--- src/rtl/cpu_types_pkg.sv ---
// Shared CPU types: register index, hazard FSM states,
// default data-wait watchdog limit.
package cpu_types_pkg;

    typedef logic [4:0] regbits_t;

    typedef enum logic [1:0] {
        RUN,
        DWAIT,
        HALT,
        ERR
    } hazard_state_t;

    localparam int HAZ_WD_LIMIT_DEF = 1024;

endpackage

--- src/rtl/hazard_perf_cnt.sv ---
// Saturating stall / redirect-flush event counters for hazard_ctrl.
// Only instantiated when HAZ_PERF_EN is defined.
module hazard_perf_cnt (
    input  logic        CLK,
    input  logic        RST,
    input  logic        stall_i,
    input  logic        flush_i,
    output logic [31:0] stall_cnt_o,
    output logic [31:0] flush_cnt_o
);

    localparam logic [31:0] SAT = 32'hFFFF_FFFF;

    logic [31:0] stall_q, stall_d;
    logic [31:0] flush_q, flush_d;

    always_comb begin
        stall_d = stall_q;
        flush_d = flush_q;
        if (stall_i && stall_q != SAT) stall_d = stall_q + 32'd1;
        if (flush_i && flush_q != SAT) flush_d = flush_q + 32'd1;
    end

    always_ff @(posedge CLK) begin
        if (RST) begin
            stall_q <= '0;
            flush_q <= '0;
        end else begin
            stall_q <= stall_d;
            flush_q <= flush_d;
        end
    end

    assign stall_cnt_o = stall_q;
    assign flush_cnt_o = flush_q;

endmodule

--- src/rtl/hazard_ctrl.sv ---
// Pipeline latch/PC control: load-use, redirect, memory waits, halt, watchdog.
// Define HAZ_PERF_EN to build the stall/flush performance counters.
module hazard_ctrl
    import cpu_types_pkg::*;
#(
    parameter int WD_LIMIT = HAZ_WD_LIMIT_DEF,
    parameter int WD_W     = 11
) (
    input  logic        CLK,
    input  logic        RST,
    input  logic        ihit,
    input  logic        dhit,
    input  regbits_t    id_rs,
    input  regbits_t    id_rt,
    input  logic        id_uses_rt,
    input  logic        idex_dREN,
    input  logic        idex_RegWr,
    input  regbits_t    idex_wsel,
    input  logic        ex_redirect,
    input  logic        exmem_dREN,
    input  logic        exmem_dWEN,
    input  logic        exmem_halt,
    output logic        pc_en,
    output logic        ifid_en,
    output logic        ifid_flush,
    output logic        idex_en,
    output logic        idex_flush,
    output logic        exmem_en,
    output logic        exmem_flush,
    output logic        memwb_en,
    output logic        memwb_flush,
    output logic        halted,
    output logic        wd_err,
    output logic [31:0] stall_cnt,
    output logic [31:0] flush_cnt
);

    hazard_state_t   state_q;
    logic [WD_W-1:0] wd_cnt_q;
    logic            halted_q;
    logic            wd_err_q;
    logic            mem_busy;
    logic            load_use;
    logic            active;

    assign mem_busy = (exmem_dREN | exmem_dWEN) & ~dhit;
    assign load_use = idex_dREN & idex_RegWr & (idex_wsel != '0)
                    & ((idex_wsel == id_rs)
                    | (id_uses_rt & (idex_wsel == id_rt)));
    assign active   = ~RST & ((state_q == RUN) | (state_q == DWAIT));

    always_comb begin
        pc_en       = 1'b0;
        ifid_en     = 1'b0;
        ifid_flush  = 1'b0;
        idex_en     = 1'b0;
        idex_flush  = 1'b0;
        exmem_en    = 1'b0;
        exmem_flush = 1'b0;
        memwb_en    = 1'b0;
        memwb_flush = 1'b0;
        if (RST) begin
            ifid_flush  = 1'b1;
            idex_flush  = 1'b1;
            exmem_flush = 1'b1;
            memwb_flush = 1'b1;
        end else if (active) begin
            if (mem_busy) begin
                pc_en = 1'b0;
            end else if (exmem_halt) begin
                memwb_en    = 1'b1;
                ifid_flush  = 1'b1;
                idex_flush  = 1'b1;
                exmem_flush = 1'b1;
            end else if (ex_redirect) begin
                // Outranks load-use: the stalled ID op dies anyway.
                pc_en      = 1'b1;
                ifid_flush = 1'b1;
                idex_flush = 1'b1;
                exmem_en   = 1'b1;
                memwb_en   = 1'b1;
            end else if (load_use) begin
                idex_flush = 1'b1;
                exmem_en   = 1'b1;
                memwb_en   = 1'b1;
            end else if (!ihit) begin
                ifid_flush = 1'b1;
                idex_en    = 1'b1;
                exmem_en   = 1'b1;
                memwb_en   = 1'b1;
            end else begin
                pc_en    = 1'b1;
                ifid_en  = 1'b1;
                idex_en  = 1'b1;
                exmem_en = 1'b1;
                memwb_en = 1'b1;
            end
        end
    end

    always_ff @(posedge CLK) begin
        if (RST) begin
            state_q  <= RUN;
            wd_cnt_q <= '0;
            halted_q <= 1'b0;
            wd_err_q <= 1'b0;
        end else begin
            unique case (state_q)
                RUN: begin
                    if (mem_busy) begin
                        state_q <= DWAIT;
                    end else if (exmem_halt) begin
                        state_q  <= HALT;
                        halted_q <= 1'b1;
                    end
                end
                DWAIT: begin
                    if (mem_busy) begin
                        if (wd_cnt_q == WD_W'(WD_LIMIT - 1)) begin
                            state_q  <= ERR;
                            halted_q <= 1'b1;
                            wd_err_q <= 1'b1;
                        end else begin
                            wd_cnt_q <= wd_cnt_q + 1'b1;
                        end
                    end else begin
                        wd_cnt_q <= '0;
                        if (exmem_halt) begin
                            state_q  <= HALT;
                            halted_q <= 1'b1;
                        end else begin
                            state_q <= RUN;
                        end
                    end
                end
                default: state_q <= state_q;
            endcase
        end
    end

    assign halted = halted_q & ~RST;
    assign wd_err = wd_err_q & ~RST;

`ifdef HAZ_PERF_EN
    logic perf_stall;
    logic perf_flush;

    assign perf_stall = active & ~pc_en;
    assign perf_flush = active & ~mem_busy & ~exmem_halt & ex_redirect;

    hazard_perf_cnt u_perf (
        .CLK         (CLK),
        .RST         (RST),
        .stall_i     (perf_stall),
        .flush_i     (perf_flush),
        .stall_cnt_o (stall_cnt),
        .flush_cnt_o (flush_cnt)
    );
`else
    assign stall_cnt = '0;
    assign flush_cnt = '0;
`endif

endmodule
--- config.mk ---
export PLATFORM = sky130hd
export DESIGN_NAME = hazard_ctrl
export DESIGN_NICKNAME = d
export VERILOG_FILES = /design/src/rtl/cpu_types_pkg.sv /design/src/rtl/hazard_perf_cnt.sv /design/src/rtl/hazard_ctrl.sv
export SDC_FILE = /design/constraint.sdc
export NUM_CORES = 1
export LEC_CHECK = 0
export ABC_AREA = 0
export CORE_MARGIN = 8
export CORE_UTILIZATION = 33
export CTS_CLUSTER_DIAMETER = 40
export DETAILED_ROUTE_END_ITERATION = 7
export MAX_ROUTING_LAYER = met4
export PLACE_DENSITY = 0.87
export SYNTH_ARGS = -nofsm -noshare
export SYNTH_HDL_FRONTEND = slang
export SYNTH_SLANG_ARGS = --single-unit
--- constraint.sdc ---
create_clock -name CLK -period 1.68 [get_ports CLK]
set_clock_uncertainty 0.05 [all_clocks]
set_input_delay 0.252 -clock CLK [delete_from_list [all_inputs] [get_ports CLK]]
set_output_delay 0.252 -clock CLK [all_outputs]
set_load 0.02 [all_outputs]
Yosys cells after proc, flatten, opt, wreduce, memory -nomap -nowiden
Index checks and enable logic that the tools add are counted.
Word-level totals
  bits of input ports: 26
  output and inout bits: 75
  logic and storage cells: 89
  flip-flop bits (word level): 15
Cells by class
  $add $sub $neg: 1
  reductions and logical operators: 7
  mux-type cells: 56
  eq/ne operators: 8
  bitwise logic cells: 13
Operator list (number)
  $mux 1: 47
  $mux 11: 2
  $add 11x1->11 const B: 1
  $eq 11x10->1 const B: 1
  $eq 5x5->1: 2
  $mux 2: 5
  $reduce_and 3->1: 3
  $and 1x1->1: 8
  $reduce_bool 5->1: 1
  $ne 2x2->1 const B: 2
  $pmux 2 s2: 1
  $ne 3x2->1 const B: 1
  $ne 3x3->1 const B: 1
  $or 1x1->1: 3
  $eq 2x1->1 const B: 1
  $logic_not 2->1: 1
  $not 1->1: 2
  $pmux 1 s2: 1
  $reduce_and 2->1: 1
  $reduce_bool 2->1: 1

Logic depth before layout (Yosys ltp)
Gate-level depths: netlist of run 1.
  depth in word-level cells: 10
  depth in mapped cells: 5
  depth with buffers taken out: 5

Worst setup path after synthesis of run 1
No wires, ideal clock.
  kind: in2out
  start: input port exmem_dWEN
  end: output port pc_en
  buffers on the path: 1
  setup slack: -0.522 ns
  data arrival time: 1.900 ns
  stages on the path: 5
  data required time: 1.378 ns
  path through: o21ba_2 buf_2 nor4_1 o21ai_0 a31oi_1
Between the ends
  word-level cells in the longest chain between the ends: 5
RTL lines
  start: declaration: line hazard_ctrl.sv:21  | input logic exmem_dWEN,
  $or 1x1->1: line hazard_ctrl.sv:46  | assign mem_busy = (exmem_dREN | exmem_dWEN) & ~dhit;
  $and 1x1->1: line hazard_ctrl.sv:46
  $mux 1: line hazard_ctrl.sv:68  | if (mem_busy) begin
  $mux 1: line hazard_ctrl.sv:67  | end else if (active) begin
  $mux 1: line hazard_ctrl.sv:62  | if (RST) begin
  end: declaration: line hazard_ctrl.sv:23  | output logic pc_en,
Every way passes these cells.

Worst setup path after layout of run 1
  start: input port idex_wsel[1]
  end: output port idex_flush
Between the ends
  word-level cells in the longest chain between the ends: 10
  elaborated cells between the ends (all ways): 13
RTL lines
  start: declaration: line hazard_ctrl.sv:18  | input regbits_t idex_wsel,
  $eq 5x5->1: line hazard_ctrl.sv:49  | | (id_uses_rt & (idex_wsel == id_rt)));
  $and 1x1->1: line hazard_ctrl.sv:49
  $or 1x1->1: line hazard_ctrl.sv:49
  $and 1x1->1 (*): line hazard_ctrl.sv:48  | & ((idex_wsel == id_rs)
  $mux 1 (*): line hazard_ctrl.sv:82  | end else if (load_use) begin
  $mux 1 (*): line hazard_ctrl.sv:75  | end else if (ex_redirect) begin
  $mux 1 (*): line hazard_ctrl.sv:70  | end else if (exmem_halt) begin
  $mux 1 (*): line hazard_ctrl.sv:68
  $mux 1 (*): line hazard_ctrl.sv:67
  $mux 1 (*): line hazard_ctrl.sv:62
  end: declaration: line hazard_ctrl.sv:27  | output logic idex_flush,
Mark *: on every way between the ends. The rest lies on a longest branch, timed or not.

==> results of run 1 <==
-- report_power, final --
part	switching [uW]	total [uW]	internal [uW]
registers	6.20	368	362
clock network	144	309	165
logic	277	445	168
total	426	1120	695
-- critical path: cells and delay by family --
family,cells,cell delay (ns)
compound gates,3,0.61
simple gates,1,0.38
buf+inv,3,0.36
-- stage by stage --
step | worst slack [ns] | instance area, um^2
floorplan | -0.0253 | 1880
global placement | -1.02 | 2070
detailed placement | -1.07 | 2070
CTS | -0.302 | 2180
global route | -0.228 | 2250
finish | -0.213 | 2250
-- final cells by class --
class	instances	area, um^2
clock inverters	1	5.00
inverters	3	13.8
clock buffers	3	41.3
well taps	54	67.6
repair buffers	78	667
multi-input cells	167	1150
flip-flops and latches	15	310
fillers	439	2440
-- sequential cells by signal (all words and copies together) (netlist names) --
name / flops
wd_cnt_q: 11
state_q: 2
halted_q: 1
wd_err_q: 1
-- layout by cell type, fill, tap and decap left out, types with 3 or more instances in the layout --
cell type / synthesis / routed
sky130_fd_sc_hd__nand2_1: 9 / 9
sky130_fd_sc_hd__clkdlybuf4s50_1: 0 / 4
sky130_fd_sc_hd__o21ai_0: 5 / 3
sky130_fd_sc_hd__nand3_1: 4 / 4
sky130_fd_sc_hd__nor2_1: 8 / 6
sky130_fd_sc_hd__dfxtp_2: 0 / 5
sky130_fd_sc_hd__buf_4: 65 / 41
sky130_fd_sc_hd__nor2b_1: 4 / 4
sky130_fd_sc_hd__a21oi_1: 5 / 4
sky130_fd_sc_hd__dfxtp_1: 15 / 9
sky130_fd_sc_hd__dlygate4sd2_1: 0 / 18
sky130_fd_sc_hd__a31oi_1: 5 / 3
sky130_fd_sc_hd__clkbuf_8: 0 / 3
sky130_fd_sc_hd__a221o_1: 4 / 4
sky130_fd_sc_hd__buf_6: 0 / 8
sky130_fd_sc_hd__xnor2_1: 10 / 10
sky130_fd_sc_hd__conb_1: 1 / 64
sky130_fd_sc_hd__nand4_1: 3 / 3
-- kinds of logic (layout without fill, tap and decap cells) --
group / after synthesis / in the layout / synth area share (%)
AOI/OAI and AO/OA: 36 / 36 / 19.3
xor gates and xnor gates: 10 / 10 / 5.52
adders and majority gates: 1 / 1 / 0.789
buffers and inverters: 73 / 85 / 32.8
DFF: 15 / 15 / 18.9
muxes: 2 / 2 / 1.34
other: 1 / 64 / 0.236
and+or+nand+nor: 54 / 54 / 21.1
-- layer usage --
metal	GRT usage, %	up-vias	wire length, um
li1	-	705	-
met1	11.0	716	1650
met2	23.7	77	2500
met3	3.28	9	389
met4	5.10	0	97
met5	-	-	0
-- final timing paths --
| check | from | to | slack, ns | depth (start not counted) |
|---|---|---|---|---|
| max | idex_wsel[1] | idex_flush | -0.21 | 7 |
| min | halted_q | halted_q | 0.41 | 2 |
| max reg2reg | wd_cnt_q[10] | wd_cnt_q[4] | -0.06 | 5 |
| min reg2reg | halted_q | halted_q | 0.41 | 2 |
-- what timing repair did --
item	4_1_cts	5_1_grt
endpoints found under the hold margin	0	0
hold buffers	0	0
buffers inserted	4	2
pin swaps	25	10
gates resized for setup	93	17
endpoints found under the setup margin	17	14
==> flow_summary.yaml, run 1 <==
clock_tree:
  cts.root.buffer_cell: "sky130_fd_sc_hd__clkbuf_8"
  worst_skew_pair.late_latency_ns: 0.26
  cts_sinks: 15
  tritoncts_clock_tree: "yes"
  numCtsBuffers: 3
  clock_tree.htree_level_count: 1
  clk_pin_slew_ns: 0.07
  clock_path_buffers: 2
run_status:
  violations: "negative setup slack"
  outcome: "finished with violations"
route:
  dr.first_iter.drc_count: 61
  wirelength_mm: 4.64
  detail_route.drc_violations: 0
  wl_per_cell_um: 14.5
  dr.pass1.iters: 4
  drtAntennaViolNets: 0
  route.detailed.vias_per_inst: 4.69
  routed_vias: 1507
synthesis:
  synth.distinct_cells: 50
  combined_area_of_all_synthesized_cells_um2: 1590
  synthCells: 192
  synth.avg_cell_area_um2: 8.26
  list_of_most_frequent_post_synthesis_cells: "sky130_fd_sc_hd__buf_4, sky130_fd_sc_hd__dfxtp_1, sky130_fd_sc_hd__xnor2_1, sky130_fd_sc_hd__nand2_1, sky130_fd_sc_hd__nor2_1"
  yosysMostFrequentCell: "sky130_fd_sc_hd__buf_4"
  synth-async-reset-ratio_pct: 0
  netlist_top_cells_area: "sky130_fd_sc_hd__buf_4, sky130_fd_sc_hd__dfxtp_1, sky130_fd_sc_hd__xnor2_1, sky130_fd_sc_hd__a221o_1, sky130_fd_sc_hd__nand2_1"
  yosys_register_bits: 15
  ys_dominant_reg_cell: "sky130_fd_sc_hd__dfxtp_1"
  synth_largest_type_area_fraction_pct: 30.8
  synth-edff-count: 0
  seq_area_frac_synth_pct: 18.9
  synth.largest_area_cell: "sky130_fd_sc_hd__buf_4"
  yosysWarningCount: 0
setup_path:
  critical_path_peak_fanout: 3
  cpMaxStageDelayCell: "sky130_fd_sc_hd__or3_4"
  critPathMostFrequentCell: "sky130_fd_sc_hd__buf_6"
  cpPeakStageDelay_ns: 0.38
  type_of_element_launching_the_critical_path: "primary input"
  setup.worst_path.end_class: "output port"
  timing.critical_path.cells: "buf_8 -> or3_4 -> o311a_4 -> buf_6 -> o22a_1 -> o21a_1 -> buf_6"
  timing_worst_setup_path_type: "primary input to output port"
  crit_arrival_ns: 1.59
  worst-endpoint-required_ns: 1.38
run:
  drv.max_cap_violation_count: 0
sta:
  fmax_mhz: 528
  least_setup_slack_across_all_paths_after_layout_ns: -0.213
  setup_violations: 9
  final_clock_period_utilization_by_the_worst_path_pct: 113
  finalHoldViolations: 0
  rsz0062_at_grt: "true"
  report.final.slew_viol_count: 0
  final_period_minus_worst_setup_slack_ns: 1.89
  final.setup.tns_ns: -1.01
  hold-worst-slack_ns: 0.413
die:
  io-pin-count: 101
  design.die.area_um2: 7280
  start_util_pct: 33.8
  rows: 25
  floorplan.die.height_um: 85.3
  core_area_um2: 4690
  dieWidth_um: 85.3
placement:
  place.detailed.instances: 311
  io_buffers: 36
  routabilityCongestion: 0.885
  hpwl_mm: 3.59
finish:
  layout.nets: 295
  syn_to_final_growth_pct: 42.0
  antenna-diode-count: 0
  layout-drive-gt1-share_pct: 33.3
  post_layout_nonfiller_instances: 321
  layout.core_utilization_pct: 48.0
power:
  power_per_cell_area_nw_per_um2: 498
  power.static_leakage_uw: 0.00104
  worst_ir_drop_vdd_mv: 0.418
  report.power.total_uw: 1120
grt:
  grt_max_degree: 17
  antenna_violations_before_repair: 0
  grt_pass1_wl_mm: 7.16
  first_global_vias: 1556
  grt_overflow_total: 0
  globalRouteTotalUtil_pct: 12.3
hold_path:
  hp-class: "register to register"
No activity file was read; power rests on OpenSTA's default activity.
==> run 2, diff against run 1 <==
Settings changed: CAP_MARGIN set to 20, CTS_CLUSTER_DIAMETER 40 to 80, MAX_ROUTING_LAYER met4 to not set.
==> flow_summary.yaml, run 2 (synthesis gave the netlist of run 1 again) <==
finish:
  syn_to_final_growth_pct: 42.0
  largest_register_ffs: 11
  post_layout_nonfiller_instances: 321
  most-common-layout-cells: "sky130_fd_sc_hd__conb_1, sky130_fd_sc_hd__buf_4, sky130_fd_sc_hd__dlygate4sd2_1, sky130_fd_sc_hd__xnor2_1"
  layout.nets: 295
  num-fill-cells: 439
  layout-drive-gt1-share_pct: 33.3
  antenna-diode-count: 0
  top_regs: "wd_cnt_q: 11 flops, state_q: 2 flops"
  commonest_non_fill_non_tap_cell_in_the_layout: "sky130_fd_sc_hd__conb_1"
  registers.top_by_ff_count: "wd_cnt_q"
placement:
  routabilityCongestion: 0.871
  hpwl_mm: 3.59
  place_worst_setup_slack_ns: -1.07
  io_buffers: 36
  place.detailed.instances: 311
setup_path:
  crit_arrival_ns: 1.59
  setup.worst_path.end_class: "output port"
  timing_worst_setup_path_type: "primary input to output port"
  type_of_element_launching_the_critical_path: "primary input"
  worst-endpoint-required_ns: 1.38
  critical_path_peak_fanout: 3
grt:
  grt_overflow_total: 0
  grt_max_degree: 17
  antenna_violations_before_repair: 0
  globalRouteTotalUtil_pct: 12.0
  grt_pass1_wl_mm: 7.16
  first_global_vias: 1561
route:
  wirelength_mm: 4.63
  drtAntennaViolNets: 0
  routed_vias: 1499
  wl_per_cell_um: 14.4
  detail_route.drc_violations: 0
  dr.first_iter.drc_count: 48
  dr.pass1.iters: 4
  route.detailed.vias_per_inst: 4.67
sta:
  finalHoldViolations: 0
  setup_violations: 9
  least_setup_slack_across_all_paths_after_layout_ns: -0.213
  final_period_minus_worst_setup_slack_ns: 1.89
  fmax_mhz: 528
  final_clock_period_utilization_by_the_worst_path_pct: 113
  report.final.slew_viol_count: 0
  rsz0062_at_grt: "true"
hold_path:
  hp-class: "register to register"
clock_tree:
  numCtsBuffers: 3
  clock_path_buffers: 2
  cts.root.buffer_cell: "sky130_fd_sc_hd__clkbuf_8"
  cts_hold_buffers: 0
  clock_tree.htree_level_count: 1
  clk_pin_slew_ns: 0.07
  tritoncts_clock_tree: "yes"
  cts_sinks: 15
  worst_skew_pair.late_latency_ns: 0.26
power:
  worst_ir_drop_vdd_mv: 0.415
  report.power.total_uw: 1120
  power.static_leakage_uw: 0.00104
  power_per_cell_area_nw_per_um2: 498
die:
  start_util_pct: 33.8
  core_area_um2: 4690
  design.die.area_um2: 7280
  io-pin-count: 101
  dieWidth_um: 85.3
  rows: 25
  floorplan.die.height_um: 85.3
run_status:
  violations: "negative setup slack"
  outcome: "finished with violations"
run:
  drv.max_cap_violation_count: 0
run 2: cell counts in the layout (fill, tap and decap cells not counted):
No cell type changed its count.
run 2: worst max-delay path, cell delays in order:
cell	delay [ns]
sky130_fd_sc_hd__buf_8	0.10
sky130_fd_sc_hd__or3_4	0.38
sky130_fd_sc_hd__o311a_4	0.34
sky130_fd_sc_hd__buf_6	0.13
sky130_fd_sc_hd__o22a_1	0.16
sky130_fd_sc_hd__o21a_1	0.11
sky130_fd_sc_hd__buf_6	0.13
run 2: area by class of cell:
cell class | instances | area (um^2) | share of cell area, %
Timing Repair Buffer | 78 | 667 | 29.6
Multi-Input combinational cell | 167 | 1150 | 51.0
Sequential cell | 15 | 310 | 13.8
Clock buffer | 3 | 41.3 | 1.83
Tap cell | 54 | 67.6 | 3.00
Inverter | 3 | 13.8 | 0.611
Clock inverter | 1 | 5.00 | 0.222
run 2: what timing repair did:
item	4_1_cts	5_1_grt
gates resized for setup	93	17
buffers inserted	4	2
pin swaps	25	10
setup endpoints to repair	17	14
run 2: path summary, 6_finish.rpt:
kind                 from          end  slack (ns)  cells after the start
max          idex_wsel[1]   idex_flush       -0.21                      7
min              halted_q     halted_q        0.41                      2
max reg2reg  wd_cnt_q[10]  wd_cnt_q[4]       -0.06                      5
min reg2reg      halted_q     halted_q        0.41                      2
run 2: per-layer routing:
| metal | global-route usage (%) | routed length [um] |
|---|---|---|
| met1 | 10.7 | 1650 |
| met2 | 23.9 | 2490 |
| met3 | 3.57 | 395 |
| met4 | 5.10 | 105 |
| met5 | 0 | 0 |
run 2: power breakdown:
group / total, uW / internal [uW] / switching [uW]
Combinational: 444 / 168 / 276
Clock: 309 / 165 / 144
Sequential: 369 / 362 / 6.32
run 2: through the flow:
| stage | TNS [ns] | util, % | area (um^2) | hold slack (ns) |
|---|---|---|---|---|
| finish | -0.996 | 48.0 | 2250 | 0.413 |
| CTS | -1.25 | 46.4 | 2180 | 0.415 |
| detailed placement | -10.14 | 44.1 | 2070 | 0.401 |
| floorplan | -0.0573 | - | 1880 | 0.364 |
| global route | -1.46 | 48.0 | 2250 | 0.454 |
| global placement | -9.57 | 44.1 | 2070 | 0.398 |
